$ cat config.mk
export PLATFORM = sky130hd
export DESIGN_NAME = wb2core_pipe_flat
export DESIGN_NICKNAME = d
export VERILOG_FILES = /design/src/rtl/wb2core_pkg.sv /design/src/rtl/core_if.sv /design/src/rtl/wb_if.sv /design/src/rtl/wb2core_pipe.sv /design/src/flat_wrapper.sv
export SDC_FILE = /design/constraint.sdc
export NUM_CORES = 1
export LEC_CHECK = 0
export CORE_ASPECT_RATIO = 0.8
export CORE_MARGIN = 5
export CORE_UTILIZATION = 27
export DETAILED_ROUTE_END_ITERATION = 16
export PLACE_DENSITY = 0.8
export REMOVE_ABC_BUFFERS = 1
export SKIP_LAST_GASP = 1
export SLEW_MARGIN = 20
export SYNTH_ARGS = -nofsm -noshare
export SYNTH_HDL_FRONTEND = slang
export SYNTH_SLANG_ARGS = --single-unit
$ cat constraint.sdc
create_clock -name clk_i -period 2.9 [get_ports clk_i]
set_input_delay 0.58 -clock clk_i [delete_from_list [all_inputs] [get_ports clk_i]]
set_output_delay 0.58 -clock clk_i [all_outputs]
set_load 0.005 [all_outputs]
$ cat src/rtl/wb2core_pkg.sv
// wb2core_pkg: shared types and helpers for the pipelined Wishbone-to-core bridge
package wb2core_pkg;
   typedef enum logic {RUN, FLUSH} state_e;
   function automatic int cnt_width(input int max);
      return $clog2(max + 1);
   endfunction
endpackage

$ cat src/rtl/core_if.sv
// core_if: Ibex-style memory port with request/grant and response-valid handshakes
interface core_if #(
   parameter int ADDR_WIDTH = 32,
   parameter int DATA_WIDTH = 32
);
   logic                    req, we, gnt, rvalid, err;
   logic [ADDR_WIDTH-1:0]   addr;
   logic [DATA_WIDTH/8-1:0] be;
   logic [DATA_WIDTH-1:0]   wdata, rdata;
   modport master (output req, we, addr, be, wdata, input gnt, rvalid, err, rdata);
   modport slave (input req, we, addr, be, wdata, output gnt, rvalid, err, rdata);
endinterface

$ cat src/rtl/wb_if.sv
// wb_if: Wishbone pipelined bus; dat_m flows master->slave, dat_s slave->master
interface wb_if #(
   parameter int ADDR_WIDTH = 32,
   parameter int DATA_WIDTH = 32
);
   logic                    cyc, stb, we, stall, ack, err;
   logic [ADDR_WIDTH-1:0]   adr;
   logic [DATA_WIDTH/8-1:0] sel;
   logic [DATA_WIDTH-1:0]   dat_m, dat_s;
   modport master (output cyc, stb, we, adr, sel, dat_m, input stall, ack, err, dat_s);
   modport slave (input cyc, stb, we, adr, sel, dat_m, output stall, ack, err, dat_s);
endinterface

$ cat src/rtl/wb2core_pipe.sv
// wb2core_pipe: pipelined Wishbone slave to core memory port with bounded outstanding
// requests, optional registered response and flushing of responses owed to a dropped cycle
module wb2core_pipe
   import wb2core_pkg::*;
#(
   parameter int ADDR_WIDTH      = 32,
   parameter int DATA_WIDTH      = 32,
   parameter int MAX_OUTSTANDING = 4,
   parameter int RSP_REG         = 1
) (
   input logic   clk_i,
   input logic   rst_ni,
   wb_if.slave   wb,
   core_if.master core
);
   localparam int CW = cnt_width(MAX_OUTSTANDING);
   state_e                state, state_next;
   logic [CW-1:0]         cnt, cnt_next;
   logic                  run, room, issue, retire, rsp_ack, rsp_err;
   logic [DATA_WIDTH-1:0] rsp_dat;
   assign run        = state == RUN;
   assign room       = cnt < CW'(MAX_OUTSTANDING);
   assign core.req   = run & wb.cyc & wb.stb & room;
   assign wb.stall   = ~(run & core.gnt & room);
   assign core.we    = wb.we;
   assign core.addr  = wb.adr;
   assign core.be    = wb.sel;
   assign core.wdata = wb.dat_m;
   assign issue      = core.req & core.gnt;
   // a response with nothing outstanding is a protocol violation and must not underflow
   assign retire     = core.rvalid & (cnt != '0);
   assign cnt_next   = cnt + CW'(issue) - CW'(retire);
   assign state_next = run ? ((!wb.cyc && cnt_next != '0) ? FLUSH : RUN)
                           : ((cnt_next == '0) ? RUN : FLUSH);
   assign rsp_ack    = run & wb.cyc & core.rvalid & ~core.err;
   assign rsp_err    = run & wb.cyc & core.rvalid & core.err;
   assign rsp_dat    = (rsp_ack | rsp_err) ? core.rdata : '0;
   always_ff @(posedge clk_i or negedge rst_ni) begin
      if (!rst_ni) begin
         state <= RUN;
         cnt   <= '0;
      end else begin
         state <= state_next;
         cnt   <= cnt_next;
      end
   end
   if (RSP_REG != 0) begin : g_rsp_reg
      logic                  ack_q, err_q;
      logic [DATA_WIDTH-1:0] dat_q;
      always_ff @(posedge clk_i or negedge rst_ni) begin
         if (!rst_ni) begin
            ack_q <= 1'b0;
            err_q <= 1'b0;
            dat_q <= '0;
         end else begin
            ack_q <= rsp_ack;
            err_q <= rsp_err;
            dat_q <= rsp_dat;
         end
      end
      // a cycle dropped while the response sits in the register must not see it
      assign wb.ack   = ack_q & wb.cyc;
      assign wb.err   = err_q & wb.cyc;
      assign wb.dat_s = dat_q;
   end else begin : g_rsp_comb
      assign wb.ack   = rsp_ack;
      assign wb.err   = rsp_err;
      assign wb.dat_s = rsp_dat;
   end
endmodule
$ cat src/flat_wrapper.sv
// flat-port wrapper written by rule: the top's interface ports become plain ports
module wb2core_pipe_flat import wb2core_pkg::*;
#(
   parameter int ADDR_WIDTH      = 32,
   parameter int DATA_WIDTH      = 32,
   parameter int MAX_OUTSTANDING = 4,
   parameter int RSP_REG         = 1
)
  (clk_i, rst_ni, wb_cyc, wb_stb, wb_we, wb_adr, wb_sel, wb_dat_m, wb_stall, wb_ack, wb_err, wb_dat_s, core_req, core_we, core_addr, core_be, core_wdata, core_gnt, core_rvalid, core_err, core_rdata);
  wb_if #(.ADDR_WIDTH(ADDR_WIDTH), .DATA_WIDTH(DATA_WIDTH)) wb_i ();
  core_if #(.ADDR_WIDTH(ADDR_WIDTH), .DATA_WIDTH(DATA_WIDTH)) core_i ();
  input logic clk_i;
  input logic rst_ni;
  input wire logic [$bits(wb_i.cyc)-1:0] wb_cyc;
  input wire logic [$bits(wb_i.stb)-1:0] wb_stb;
  input wire logic [$bits(wb_i.we)-1:0] wb_we;
  input wire logic [$bits(wb_i.adr)-1:0] wb_adr;
  input wire logic [$bits(wb_i.sel)-1:0] wb_sel;
  input wire logic [$bits(wb_i.dat_m)-1:0] wb_dat_m;
  output wire logic [$bits(wb_i.stall)-1:0] wb_stall;
  output wire logic [$bits(wb_i.ack)-1:0] wb_ack;
  output wire logic [$bits(wb_i.err)-1:0] wb_err;
  output wire logic [$bits(wb_i.dat_s)-1:0] wb_dat_s;
  output wire logic [$bits(core_i.req)-1:0] core_req;
  output wire logic [$bits(core_i.we)-1:0] core_we;
  output wire logic [$bits(core_i.addr)-1:0] core_addr;
  output wire logic [$bits(core_i.be)-1:0] core_be;
  output wire logic [$bits(core_i.wdata)-1:0] core_wdata;
  input wire logic [$bits(core_i.gnt)-1:0] core_gnt;
  input wire logic [$bits(core_i.rvalid)-1:0] core_rvalid;
  input wire logic [$bits(core_i.err)-1:0] core_err;
  input wire logic [$bits(core_i.rdata)-1:0] core_rdata;
  assign wb_i.cyc = wb_cyc;
  assign wb_i.stb = wb_stb;
  assign wb_i.we = wb_we;
  assign wb_i.adr = wb_adr;
  assign wb_i.sel = wb_sel;
  assign wb_i.dat_m = wb_dat_m;
  assign wb_stall = wb_i.stall;
  assign wb_ack = wb_i.ack;
  assign wb_err = wb_i.err;
  assign wb_dat_s = wb_i.dat_s;
  assign core_req = core_i.req;
  assign core_we = core_i.we;
  assign core_addr = core_i.addr;
  assign core_be = core_i.be;
  assign core_wdata = core_i.wdata;
  assign core_i.gnt = core_gnt;
  assign core_i.rvalid = core_rvalid;
  assign core_i.err = core_err;
  assign core_i.rdata = core_rdata;
  wb2core_pipe #(.ADDR_WIDTH(ADDR_WIDTH), .DATA_WIDTH(DATA_WIDTH), .MAX_OUTSTANDING(MAX_OUTSTANDING), .RSP_REG(RSP_REG)) u_core (.clk_i(clk_i), .rst_ni(rst_ni), .wb(wb_i), .core(core_i));
endmodule
Yosys cells after proc, flatten, opt, wreduce, memory -nomap -nowiden
Cells that the tools add are included.
{"block": "totals", "reg_bits": 38, "input_bits": 108, "output_inout_bits": 105, "wordCells": 33}
{"block": "classes", "add_sub_neg": 2, "order_cmp": 1, "muxes": 4, "n_bitwise": 16, "reduce_logical": 5}
{"op": "two-way mux 32 bit", "n": 1}
{"op": "bitwise AND 1 bit", "n": 12}
{"op": "nonzero test 3 bit", "n": 2}
{"op": "adder 3 x 1 -> 3 bit", "n": 1}
{"op": "logical NOT 3 bit", "n": 1}
{"op": "< comparator 3 bit (second input constant)", "n": 1}
{"op": "two-way mux 1 bit", "n": 3}
{"op": "inverter 1 bit", "n": 3}
{"op": "subtractor 3 x 1 -> 3 bit", "n": 1}
{"op": "logical AND 1 bit", "n": 1}
{"op": "logical NOT 1 bit", "n": 1}
{"op": "bitwise OR 1 bit", "n": 1}

Logic depth before layout (Yosys ltp)
Gate-level depths: netlist of run 1.
{"block": "logic_depth", "word_depth": 11, "mapped_depth": 7, "mapped_depth_nobuf": 7}

Worst setup path after synthesis of run 1
OpenSTA, ideal clock, no wires.
{"block": "synth_timing", "kind": "reg-to-reg", "from": "register u_core.cnt[2]", "to": "register u_core.state", "arrival_ps": 1979, "path_slack_ps": 795, "stages_incl_launch_ff": 8, "path_buffers": 0, "cell_sequence": "dfrtp_1 o31a_1 ha_1 inv_1 ha_1 fa_1 xnor3_1 o32a_1"}
{"block": "synth_between", "elab_chain_cells": 9, "elab_cells_between_ends": 13}
{"item": "start: declaration", "line": "wb2core_pipe.sv:18", "text": "logic [CW-1:0] cnt, cnt_next;"}
{"item": "start signal: assignment", "line": "wb2core_pipe.sv:44", "text": "cnt <= cnt_next;"}
{"item": "< comparator 3 bit", "line": "wb2core_pipe.sv:22", "text": "assign room = cnt < CW'(MAX_OUTSTANDING);"}
{"item": "bitwise AND 1 bit", "line": "wb2core_pipe.sv:23", "text": "assign core.req = run & wb.cyc & wb.stb & room;"}
{"item": "bitwise AND 1 bit", "line": "wb2core_pipe.sv:29", "text": "assign issue = core.req & core.gnt;"}
{"item": "adder 3 x 1 -> 3 bit", "line": "wb2core_pipe.sv:32", "text": "assign cnt_next = cnt + CW'(issue) - CW'(retire);"}
{"item": "subtractor 3 x 1 -> 3 bit (*)", "line": "wb2core_pipe.sv:32"}
{"item": "via u_core.cnt_next[2]", "line": "wb2core_pipe.sv:18"}
{"item": "nonzero test 3 bit", "line": "wb2core_pipe.sv:33", "text": "assign state_next = run ? ((!wb.cyc && cnt_next != '0) ? FLUSH : RUN)"}
{"item": "logical AND 1 bit", "line": "wb2core_pipe.sv:33"}
{"item": "two-way mux 1 bit", "line": "wb2core_pipe.sv:33"}
{"item": "two-way mux 1 bit (*)", "line": "wb2core_pipe.sv:33"}
{"item": "via u_core.state_next", "line": "wb2core_pipe.sv:17", "text": "state_e state, state_next;"}
{"item": "end signal: assignment", "line": "wb2core_pipe.sv:43", "text": "state <= state_next;"}
{"item": "end: declaration", "line": "wb2core_pipe.sv:17"}
Mark *: on every way through the listed nets, which the timed path passes. The rest lies on a longest branch.

Worst setup path in the final report of run 1
{"block": "layout_timing", "from": "input wb_cyc", "to": "output core_req"}
{"block": "layout_between", "elab_chain_cells": 3}
{"item": "start: declaration", "line": "flat_wrapper.sv:14", "text": "input wire logic [$bits(wb_i.cyc)-1:0] wb_cyc;"}
{"item": "bitwise AND 1 bit (3 in a row)", "line": "wb2core_pipe.sv:23"}
{"item": "end: declaration", "line": "flat_wrapper.sv:24", "text": "output wire logic [$bits(core_i.req)-1:0] core_req;"}
No other way between the ends.

==> key figures, run 1 <==
Floorplan
  • Floorplan core area: ~6800 um2
  • I/O pins: 213
  • Overall die height: roughly 84 um
  • Standard-cell row count: 27
  • Die span in x: between 100 and 150 um
  • Initial core utilization: 0.273
  • Die area: 8600 um2

Drt
  • Vias per Instance: between 4 and 5
  • Vias: between 1k and 1.5k
  • Count of nets left with antenna violations after detail routing: 0
  • Number of violations reported at the end of detailed-routing iteration 0: 16
  • Total routed wirelength: about 9000 um
  • Total DRC errors in the routed layout: 0
  • Post-detailed-route wirelength per cell: around 35 um
  • Number of detailed-route iterations in the first pass: 2

Power
  • Worst VDD drop: about 0.25 mV
  • Total leakage power: between 1 and 1.5 nW
  • Power Dens Cells: 542 nW/um2
  • Overall Power: approximately 1.2 mW

Clock network
  • TritonCTS clock tree: built
  • Max clock buf depth: 2
  • TritonCTS sink count: 38
  • Clk_lat worst skew: between 0.2 and 0.3 ns
  • CTS H-Tree Depth: 2
  • Hold-fix buffers, CTS: 0
  • Clock transition at the registers of the reported paths: roughly 0.06 ns
  • Clock root cell: clkbuf_8
  • Total clock buffers created by CTS: 5
  • Number of resized instances in the post-cts repair step: 0
  • Postcts setup bufs: 0

Global route
  • Global-route total usage across every layer: 0.210
  • Vias in the first global route: around 1.2k
  • Maximum number of pins on one net before global-route repair: 39
  • Global-route wire length before repair: between 10000 and 15000 um
  • Remaining Overflow, GRT: 0
  • Number of antenna violations at the first check in global routing: 0

Synthesis
  • Syn Std Cell Area: 1850 um2
  • Synthesis-stage register bit count: 38
  • Most frequently used flop master after synthesis: dfrtp_1
  • EDFF count, synth: 0
  • Syn Inst Count: 162
  • Share of the synthesized area in the top cell type: 0.515
  • Sequential fraction of the synthesis area: 0.515
  • YS warnings: 0
  • Synth unique cells: 15
  • Most frequent cell after synthesis: buf_4
  • Top cell type by total area after synthesis: dfrtp_1
  • Ranking of synthesized cells by area: dfrtp_1, buf_4, and2_1
  • Post-Synthesis Mean Instance Area: 11.4 um2
  • Fraction of registers with async set/reset: 1.00
  • Top cells by count, synth: buf_4, dfrtp_1, and2_1

STA
  • Setup repair after global routing missed its margin: no
  • Least setup slack across all paths after layout: ~0.48 ns
  • Endpoints failing setup: 0
  • Clock period minus worst slack: ~2.4 ns
  • Worst max-slew margin expressed relative to the limit: 0.451
  • Final period util: 0.834
  • Maximum clock frequency: around 0.41 GHz
  • Setup TNS: 0 ns
  • Final Hold Viols: 0
  • Maximum clock skew at final layout: a little over 0.005 ns
  • Hold WS: between 0.3 and 0.4 ns
  • Worst-Margin Slew: roughly 0.82 ns
  • Final Max Slew Viols: 0

Final layout
  • Number of non-filler instances in the completed layout: 259
  • Fraction of final layout cells with drive strength greater than 1: 0.0581
  • Antenna Cells: 0
  • Final-layout fill cell count: roughly 700
  • Layout overhead on the synthesized area: 21.8%
  • Post-layout net count: 283

Run status
  • Outcome: completed

Placement
  • Dpl hpwl: between 8000 and 9000 um
  • Dpl ws: around 0.22 ns
  • Final Wtd Congestion: 0.897
  • Number of buffers added on ports: 74
  • Placed insts: 252

Setup path
  • Startpoint-to-endpoint class of the critical path: input pin to output pin
  • Data arrival time at the worst-slack endpoint: 1.84 ns
  • CP max FO: 5
  • Category of the worst setup path capture point: output pin
  • Setup crit start kind: input pin
  • Data required time of the worst path: between 2 and 2.5 ns

Worst hold path
  • Kind of path behind the tightest hold check: input pin to asynchronous set/reset pin

Job
  • Number of maximum-capacitance violations: 0
[cell usage in the layout (no fill, tap or decap), drive strengths merged]
| cell | Yosys | routed |
|---|---|---|
| and2 | 36 | 36 |
| xnor3 | 1 | 1 |
| dfrtp | 38 | 38 |
| nand2 | 1 | 1 |
| inv | 5 | 5 |
| clkdlybuf4s50 | 0 | 73 |
| and4bb | 1 | 1 |
| o31a | 1 | 1 |
| fa | 1 | 1 |
| nor2 | 1 | 1 |
| clkinv | 0 | 2 |
| ha | 2 | 2 |
| and3b | 1 | 1 |
| buf | 69 | 2 |
| o32a | 1 | 1 |
| clkbuf | 3 | 5 |
| nor2b | 1 | 1 |
[per-stage QoR]
stage,utilization,area (um2)
2_1_floorplan,-,1320
3_3_place_gp,0.321,2170
3_5_place_dp,0.321,2170
4_1_cts,0.333,2250
5_1_grt,0.333,2250
6_report,0.333,2250
[cell families (layout without fill, tap and decap cells)]
| logic type | after synthesis | after routing | share of synthesized area |
|---|---|---|---|
| buf+inv | 77 | 87 | 0.297 |
| simple gates | 41 | 41 | 0.141 |
| flops | 38 | 38 | 0.515 |
| fa+ha+maj | 3 | 3 | 0.0244 |
| compound gates | 2 | 2 | 0.0102 |
| xor+xnor | 1 | 1 | 0.0122 |
[routing by layer]
metal | vias up | part of all wire | global-route usage
met5 | - | 0.011 | 0.0833
met2 | 161 | 0.41 | 0.293
met3 | 4 | 0.34 | 0.330
met4 | 2 | 0.0044 | 0.0369
li1 | 440 | - | -
met1 | 488 | 0.23 | 0.148
[critical path, cell delays in order]
cell and delay [ns]:
clkdlybuf4s50_1 0.52, and4bb_2 0.25, clkdlybuf4s50_1 0.49
[power by group]
| group | internal (mW) | switching, mW |
|---|---|---|
| combinational | 0.174 | 0.0965 |
| sequential | 0.583 | 0.0300 |
| clock | 0.161 | 0.172 |
| total | 0.918 | 0.299 |
[path summary, 6_finish.rpt]
path | slack (ns) | from | to | depth (start not counted)
max | 0.48 | wb_cyc | core_req | 3
min | 0.39 | rst_ni | u_core.wb.dat_s[6]$_DFF_PN0_ | 1
max reg2reg | 0.69 | u_core.cnt[2]$_DFF_PN0_ | u_core.state$_DFF_PN0_ | 7
min reg2reg | 0.60 | u_core.state$_DFF_PN0_ | u_core.state$_DFF_PN0_ | 1
max in group asynchronous | 1.98 | rst_ni | u_core.g_rsp_reg.ack_q$_DFF_PN0_ | 1
min in group clk_i | 0.60 | u_core.state$_DFF_PN0_ | u_core.state$_DFF_PN0_ | 1
[state kept, by name (all words and copies together), names as in the netlist]
register	flops
u_core.wb.dat_s	32
u_core.cnt	3
u_core.g_rsp_reg.err_q	1
u_core.g_rsp_reg.ack_q	1
u_core.state	1
[layout make-up]
type                            instances  area, um2  area share
Sequential cell                        38        951       0.423
Timing Repair Buffer                   75        743       0.331
Multi-Input combinational cell         47        347       0.154
Tap cell                               87        109      0.0484
Clock buffer                            5       68.8      0.0306
Inverter                                5       18.8     0.00835
Clock inverter                          2       10.0     0.00445
Power figures use the tool's default switching activity.
==> inputs of run 2 (changes only) <==
--- a/config.mk
+++ b/config.mk
@@ -7,9 +7,9 @@
 export LEC_CHECK = 0
 export CORE_ASPECT_RATIO = 0.8
 export CORE_MARGIN = 5
-export CORE_UTILIZATION = 27
+export CORE_UTILIZATION = 25
 export DETAILED_ROUTE_END_ITERATION = 16
-export PLACE_DENSITY = 0.8
+export PLACE_DENSITY = 0.78
 export REMOVE_ABC_BUFFERS = 1
 export SKIP_LAST_GASP = 1
 export SLEW_MARGIN = 20
==> constraint.sdc (replaced) <==
create_clock -name clk_i -period 1.9 [get_ports clk_i]
set_input_delay 0.38 -clock clk_i [delete_from_list [all_inputs] [get_ports clk_i]]
set_output_delay 0.38 -clock clk_i [all_outputs]
set_load 0.005 [all_outputs]
==> key figures, run 2 (synthesized netlist as in run 1, its figures left out) <==
STA
  • Maximum clock skew at final layout: 0.00590 ns
  • Worst max-slew margin expressed relative to the limit: 0.533
  • Maximum clock frequency: approximately 0.47 GHz
  • Clock period minus worst slack: 2.12 ns
  • Hold WS: between 0.1 and 0.15 ns
  • Final Max Slew Viols: 0
  • Final Hold Viols: 0
  • Worst-Margin Slew: about 0.7 ns
  • Final period util: 1.12
  • Endpoints failing setup: 1
  • Least setup slack across all paths after layout: -0.219 ns
  • Setup repair after global routing missed its margin: yes
  • Setup TNS: -0.219 ns

Global route
  • Remaining Overflow, GRT: 0
  • Maximum number of pins on one net before global-route repair: 35
  • Global-route wire length before repair: roughly 12000 um
  • Vias in the first global route: 1261
  • Number of antenna violations at the first check in global routing: 0
  • Global-route total usage across every layer: 0.206

Clock network
  • Clk_lat worst skew: 0.28 ns
  • Total clock buffers created by CTS: 5
  • Clock transition at the registers of the reported paths: roughly 0.08 ns
  • TritonCTS sink count: 38
  • Max clock buf depth: 2
  • Hold-fix buffers, CTS: 0
  • TritonCTS clock tree: built
  • CTS H-Tree Depth: 2
  • Clock root cell: clkbuf_8

Placement
  • Dpl hpwl: approximately 8400 um
  • Number of buffers added on ports: between 70 and 80
  • Cell Area, Placed: between 2000 and 2500 um2
  • Final Wtd Congestion: 0.701
  • Dpl ws: -0.515 ns
  • Placed insts: between 200 and 300

Drt
  • Vias: between 1k and 1.5k
  • Post-detailed-route wirelength per cell: ~35 um
  • Total DRC errors in the routed layout: 0
  • Number of detailed-route iterations in the first pass: 4
  • Number of violations reported at the end of detailed-routing iteration 0: 21
  • Total routed wirelength: approximately 9400 um
  • Vias per Instance: about 4
  • Count of nets left with antenna violations after detail routing: 0

Floorplan
  • Overall die height: roughly 87 um
  • Floorplan core area: about 7300 um2
  • I/O pins: between 200 and 250
  • Die span in x: 106 um
  • Die area: between 9000 and 10000 um2
  • Standard-cell row count: 28
  • Initial core utilization: 0.253

Setup path
  • Category of the worst setup path capture point: flip-flop
  • Data required time of the worst path: between 2 and 2.5 ns
  • CP max FO: 2
  • Largest stage delay, worst path: between 0.3 and 0.4 ns
  • Worst path cell trace: o31a_1, ha_1, inv_1, ha_2, fa_2, xnor3_1, o32a_1
  • Startpoint-to-endpoint class of the critical path: flip-flop to flip-flop
  • Worst path slowest cell: dfrtp_1
  • Setup crit start kind: flip-flop
  • Data arrival time at the worst-slack endpoint: roughly 2.3 ns
  • Critical path's top delay family: adder cells
  • Buffering stage count on the worst path with inverters included: 1

Run status
  • Violated checks: negative setup slack
  • Outcome: complete, but fails checks

Final layout
  • Fraction of final layout cells with drive strength greater than 1: 0.101
  • Number of non-filler instances in the completed layout: ~270
  • Most frequent cells in the layout: clkdlybuf4s50_1, dfrtp_1, and2_1
  • Layout overhead on the synthesized area: 25.8%
  • Area of all placed cells without fillers: ~2300 um2
  • Final-layout fill cell count: about 750
  • Antenna Cells: 0
  • Largest register FFs: 32
  • Leading cell type in the layout, fill and taps excluded: clkdlybuf4s50_1
  • Post-layout net count: 289
  • Core utilization of the finished layout: 0.319

Power
  • Total leakage power: ~1.1 nW
  • Worst VDD drop: between 0.3 and 0.4 mV
  • Overall Power: ~2 mW
  • Power Dens Cells: roughly 850 nW/um2

Job
  • Number of maximum-capacitance violations: 0

Worst hold path
  • Kind of path behind the tightest hold check: input pin to asynchronous set/reset pin
==> run 2: cell count changes in the layout (fill, tap and decap cells not counted) <==
cell             delta
clkbuf_1            +1
fa_1                -1
clkdlybuf4s50_1     -3
clkinv_2            -1
buf_4               +5
dlygate4sd2_1       +3
ha_1                -1
fa_2                +1
ha_2                +1
buf_12              +1
clkbuf_8            +1
==> run 2: layout make-up <==
type / count / area [um2] / share of cell area
Tap cell: 90 / 113 / 0.0485
Clock buffer: 7 / 86.3 / 0.0372
Timing Repair Buffer: 81 / 797 / 0.343
Inverter: 5 / 18.8 / 0.00808
Clock inverter: 1 / 5.00 / 0.00216
Multi-Input combinational cell: 47 / 352 / 0.151
Sequential cell: 38 / 951 / 0.409
==> run 2: timing repair <==
action	in CTS	in global routing
gates resized for setup	5	0
pin swaps	1	3
buffers inserted	0	1
endpoints found under the setup margin	4	2
==> run 2: path summary, 6_finish.rpt <==
path                                    startpoint                       endpoint  slack, ns  cells past startpoint
max                        u_core.cnt[0]$_DFF_PN0_         u_core.state$_DFF_PN0_      -0.22                      7
min                                         rst_ni  u_core.wb.dat_s[30]$_DFF_PN0_       0.14                      1
max reg2reg                u_core.cnt[0]$_DFF_PN0_         u_core.state$_DFF_PN0_      -0.22                      7
min reg2reg                 u_core.state$_DFF_PN0_         u_core.state$_DFF_PN0_       0.61                      2
max in group asynchronous                   rst_ni        u_core.cnt[1]$_DFF_PN0_       1.16                      2
min in group clk_i          u_core.state$_DFF_PN0_         u_core.state$_DFF_PN0_       0.61                      2
==> run 2: where the power goes <==
group          leakage (nW)  switching (mW)  internal (mW)  total [mW]
combinational         0.512           0.182          0.325       0.507
clock                0.0482           0.261          0.292       0.553
sequential            0.517          0.0308          0.890       0.921
total                  1.08           0.474           1.51        1.98
==> run 2: per-layer routing <==
layer / up-vias / track usage / share of wire
li1: 452 / - / -
met5: - / 0.0165 / 0
met3: 8 / 0.311 / 0.33
met4: 0 / 0.0400 / 0.0065
met2: 156 / 0.282 / 0.40
met1: 472 / 0.161 / 0.26
==> inputs of run 3 (changes only) <==
--- a/config.mk
+++ b/config.mk
@@ -5,11 +5,13 @@
 export SDC_FILE = /design/constraint.sdc
 export NUM_CORES = 1
 export LEC_CHECK = 0
+export CELL_PAD_IN_SITES_DETAIL_PLACEMENT = 1
+export CELL_PAD_IN_SITES_GLOBAL_PLACEMENT = 1
 export CORE_ASPECT_RATIO = 0.8
 export CORE_MARGIN = 5
-export CORE_UTILIZATION = 25
+export CORE_UTILIZATION = 16
 export DETAILED_ROUTE_END_ITERATION = 16
-export PLACE_DENSITY = 0.78
+export PLACE_DENSITY_LB_ADDON = 0.1
 export REMOVE_ABC_BUFFERS = 1
 export SKIP_LAST_GASP = 1
 export SLEW_MARGIN = 20
==> key figures, run 3 (synthesized netlist as in run 1, its figures left out) <==
Power
  • Overall Power: around 2.4 mW
  • Worst VDD drop: roughly 0.27 mV
  • Power Dens Cells: between 900 and 1000 nW/um2
  • Total leakage power: 1.10 nW

Run status
  • Outcome: complete, but fails checks
  • Violated checks: negative setup slack

Clock network
  • Clock transition at the registers of the reported paths: about 0.060 ns
  • Hold-fix buffers, CTS: 0
  • Clk_lat worst skew: just under 0.3 ns
  • CTS H-Tree Depth: 2
  • TritonCTS sink count: 38
  • Clock root cell: clkbuf_16
  • TritonCTS clock tree: built
  • Max clock buf depth: 2
  • Total clock buffers created by CTS: 5

Setup path
  • Data required time of the worst path: about 2.1 ns
  • Startpoint-to-endpoint class of the critical path: flip-flop to flip-flop
  • Data arrival time at the worst-slack endpoint: about 2.3 ns
  • Category of the worst setup path capture point: flip-flop
  • CP max FO: 2
  • Flop-to-flop setup slack: -0.21 ns
  • Setup crit start kind: flip-flop

Final layout
  • Post-layout net count: a little under 300
  • Layout overhead on the synthesized area: 34.0%
  • Largest register FFs: 32
  • Antenna Cells: 0
  • Most frequent cells in the layout: clkdlybuf4s50_1, dfrtp_1, and2_1
  • Leading cell type in the layout, fill and taps excluded: clkdlybuf4s50_1
  • Final-layout fill cell count: between 1k and 1.5k
  • Fraction of final layout cells with drive strength greater than 1: 0.106
  • Number of non-filler instances in the completed layout: between 300 and 400

STA
  • Endpoints failing setup: 2
  • Maximum clock frequency: 0.473 GHz
  • Final Hold Viols: 0
  • Maximum clock skew at final layout: approximately 0.0066 ns
  • Clock period minus worst slack: 2.11 ns
  • Setup repair after global routing missed its margin: yes
  • Final Max Slew Viols: 0
  • Worst-Margin Slew: 0.514 ns
  • Final period util: 1.11
  • Worst max-slew margin expressed relative to the limit: 0.657
  • Least setup slack across all paths after layout: -0.214 ns

Global route
  • Number of antenna violations at the first check in global routing: 0
  • Global-route total usage across every layer: 0.138
  • Vias in the first global route: ~1.5k
  • Maximum number of pins on one net before global-route repair: 39
  • Remaining Overflow, GRT: 0
  • Global-route wire length before repair: 12700 um

Floorplan
  • Initial core utilization: 0.162
  • Standard-cell row count: 35
  • Floorplan core area: 11400 um2
  • Die area: 13800 um2
  • I/O pins: about 210
  • Overall die height: approximately 110 um
  • Die span in x: between 100 and 150 um

Placement
  • Dpl ws: -0.546 ns
  • Placed insts: about 320
  • Dpl hpwl: around 7600 um
  • Final Wtd Congestion: 0.662
  • Number of buffers added on ports: 74

Drt
  • Count of nets left with antenna violations after detail routing: 0
  • Number of violations reported at the end of detailed-routing iteration 0: 37
  • Post-detailed-route wirelength per cell: between 20 and 30 um
  • Vias: approximately 1.2k
  • Vias per Instance: 3.69
  • Number of detailed-route iterations in the first pass: 5
  • Total routed wirelength: 9590 um
  • Total DRC errors in the routed layout: 0

Worst hold path
  • Kind of path behind the tightest hold check: input pin to asynchronous set/reset pin

Job
  • Number of maximum-capacitance violations: 0
## run 3: cell count changes in the layout (fill, tap and decap cells not counted), sizes merged
cell / before / now
bufinv: 0 / 1
clkbuf: 7 / 5
clkinv: 1 / 0
clkinvlp: 0 / 2
## run 3: layer usage
metal  wire, um  GRT usage
met1       3990      0.168
met2       2950      0.135
met4         81     0.0282
met3       2570      0.179
met5          0     0.0588
## run 3: critical path: stages, from the launching register on
cell and delay (ns):
dfrtp_1 0.37, o31a_1 0.29, ha_1 0.27, inv_1 0.04
ha_2 0.17, fa_2 0.33, xnor3_1 0.21, o32a_1 0.30
## run 3: timing repair
item | in CTS | in global routing
gates resized for setup | 4 | 1
setup endpoints to repair | 4 | 2
setup buffers | 1 | 1
## run 3: through the flow
stage / utilization / setup TNS, ns / hold slack (ns) / instance area [um2]
floorplan: - / -0.205 / 0.0844 / 1320
CTS: 0.217 / -0.316 / 0.170 / 2470
global route: 0.217 / -0.366 / 0.207 / 2470
global placement: 0.202 / -1.07 / 0.480 / 2290
finish: 0.217 / -0.255 / 0.149 / 2470
detailed placement: 0.202 / -1.23 / 0.486 / 2290
## run 3: cell type report
cell class,instances,area [um2],share of cell area
tap,148,185,0.0749
clock buffer,5,125,0.0506
multi-input combinational,47,352,0.142
clock inverter,3,45.0,0.0182
inverter,5,18.8,0.00759
timing repair buffer,81,797,0.322
sequential,38,951,0.384
## run 3: worst paths after layout
kind,start,to,cells after the start
worst min-delay path,rst_ni,u_core.wb.dat_s[10]$_DFF_PN0_,2
max in group asynchronous,rst_ni,u_core.cnt[2]$_DFF_PN0_,2
min in group clk_i,u_core.state$_DFF_PN0_,u_core.state$_DFF_PN0_,2
worst max-delay path,u_core.cnt[1]$_DFF_PN0_,u_core.state$_DFF_PN0_,7
worst max register to register,u_core.cnt[1]$_DFF_PN0_,u_core.state$_DFF_PN0_,7
worst min register to register,u_core.state$_DFF_PN0_,u_core.state$_DFF_PN0_,2
## run 3: report_power, final
| part | leakage (nW) | switching [mW] | internal, mW |
|---|---|---|---|
| Clock | 0.0760 | 0.348 | 0.619 |
| Combinational | 0.512 | 0.201 | 0.354 |
| Sequential | 0.517 | 0.0298 | 0.891 |
| Total | 1.10 | 0.579 | 1.86 |
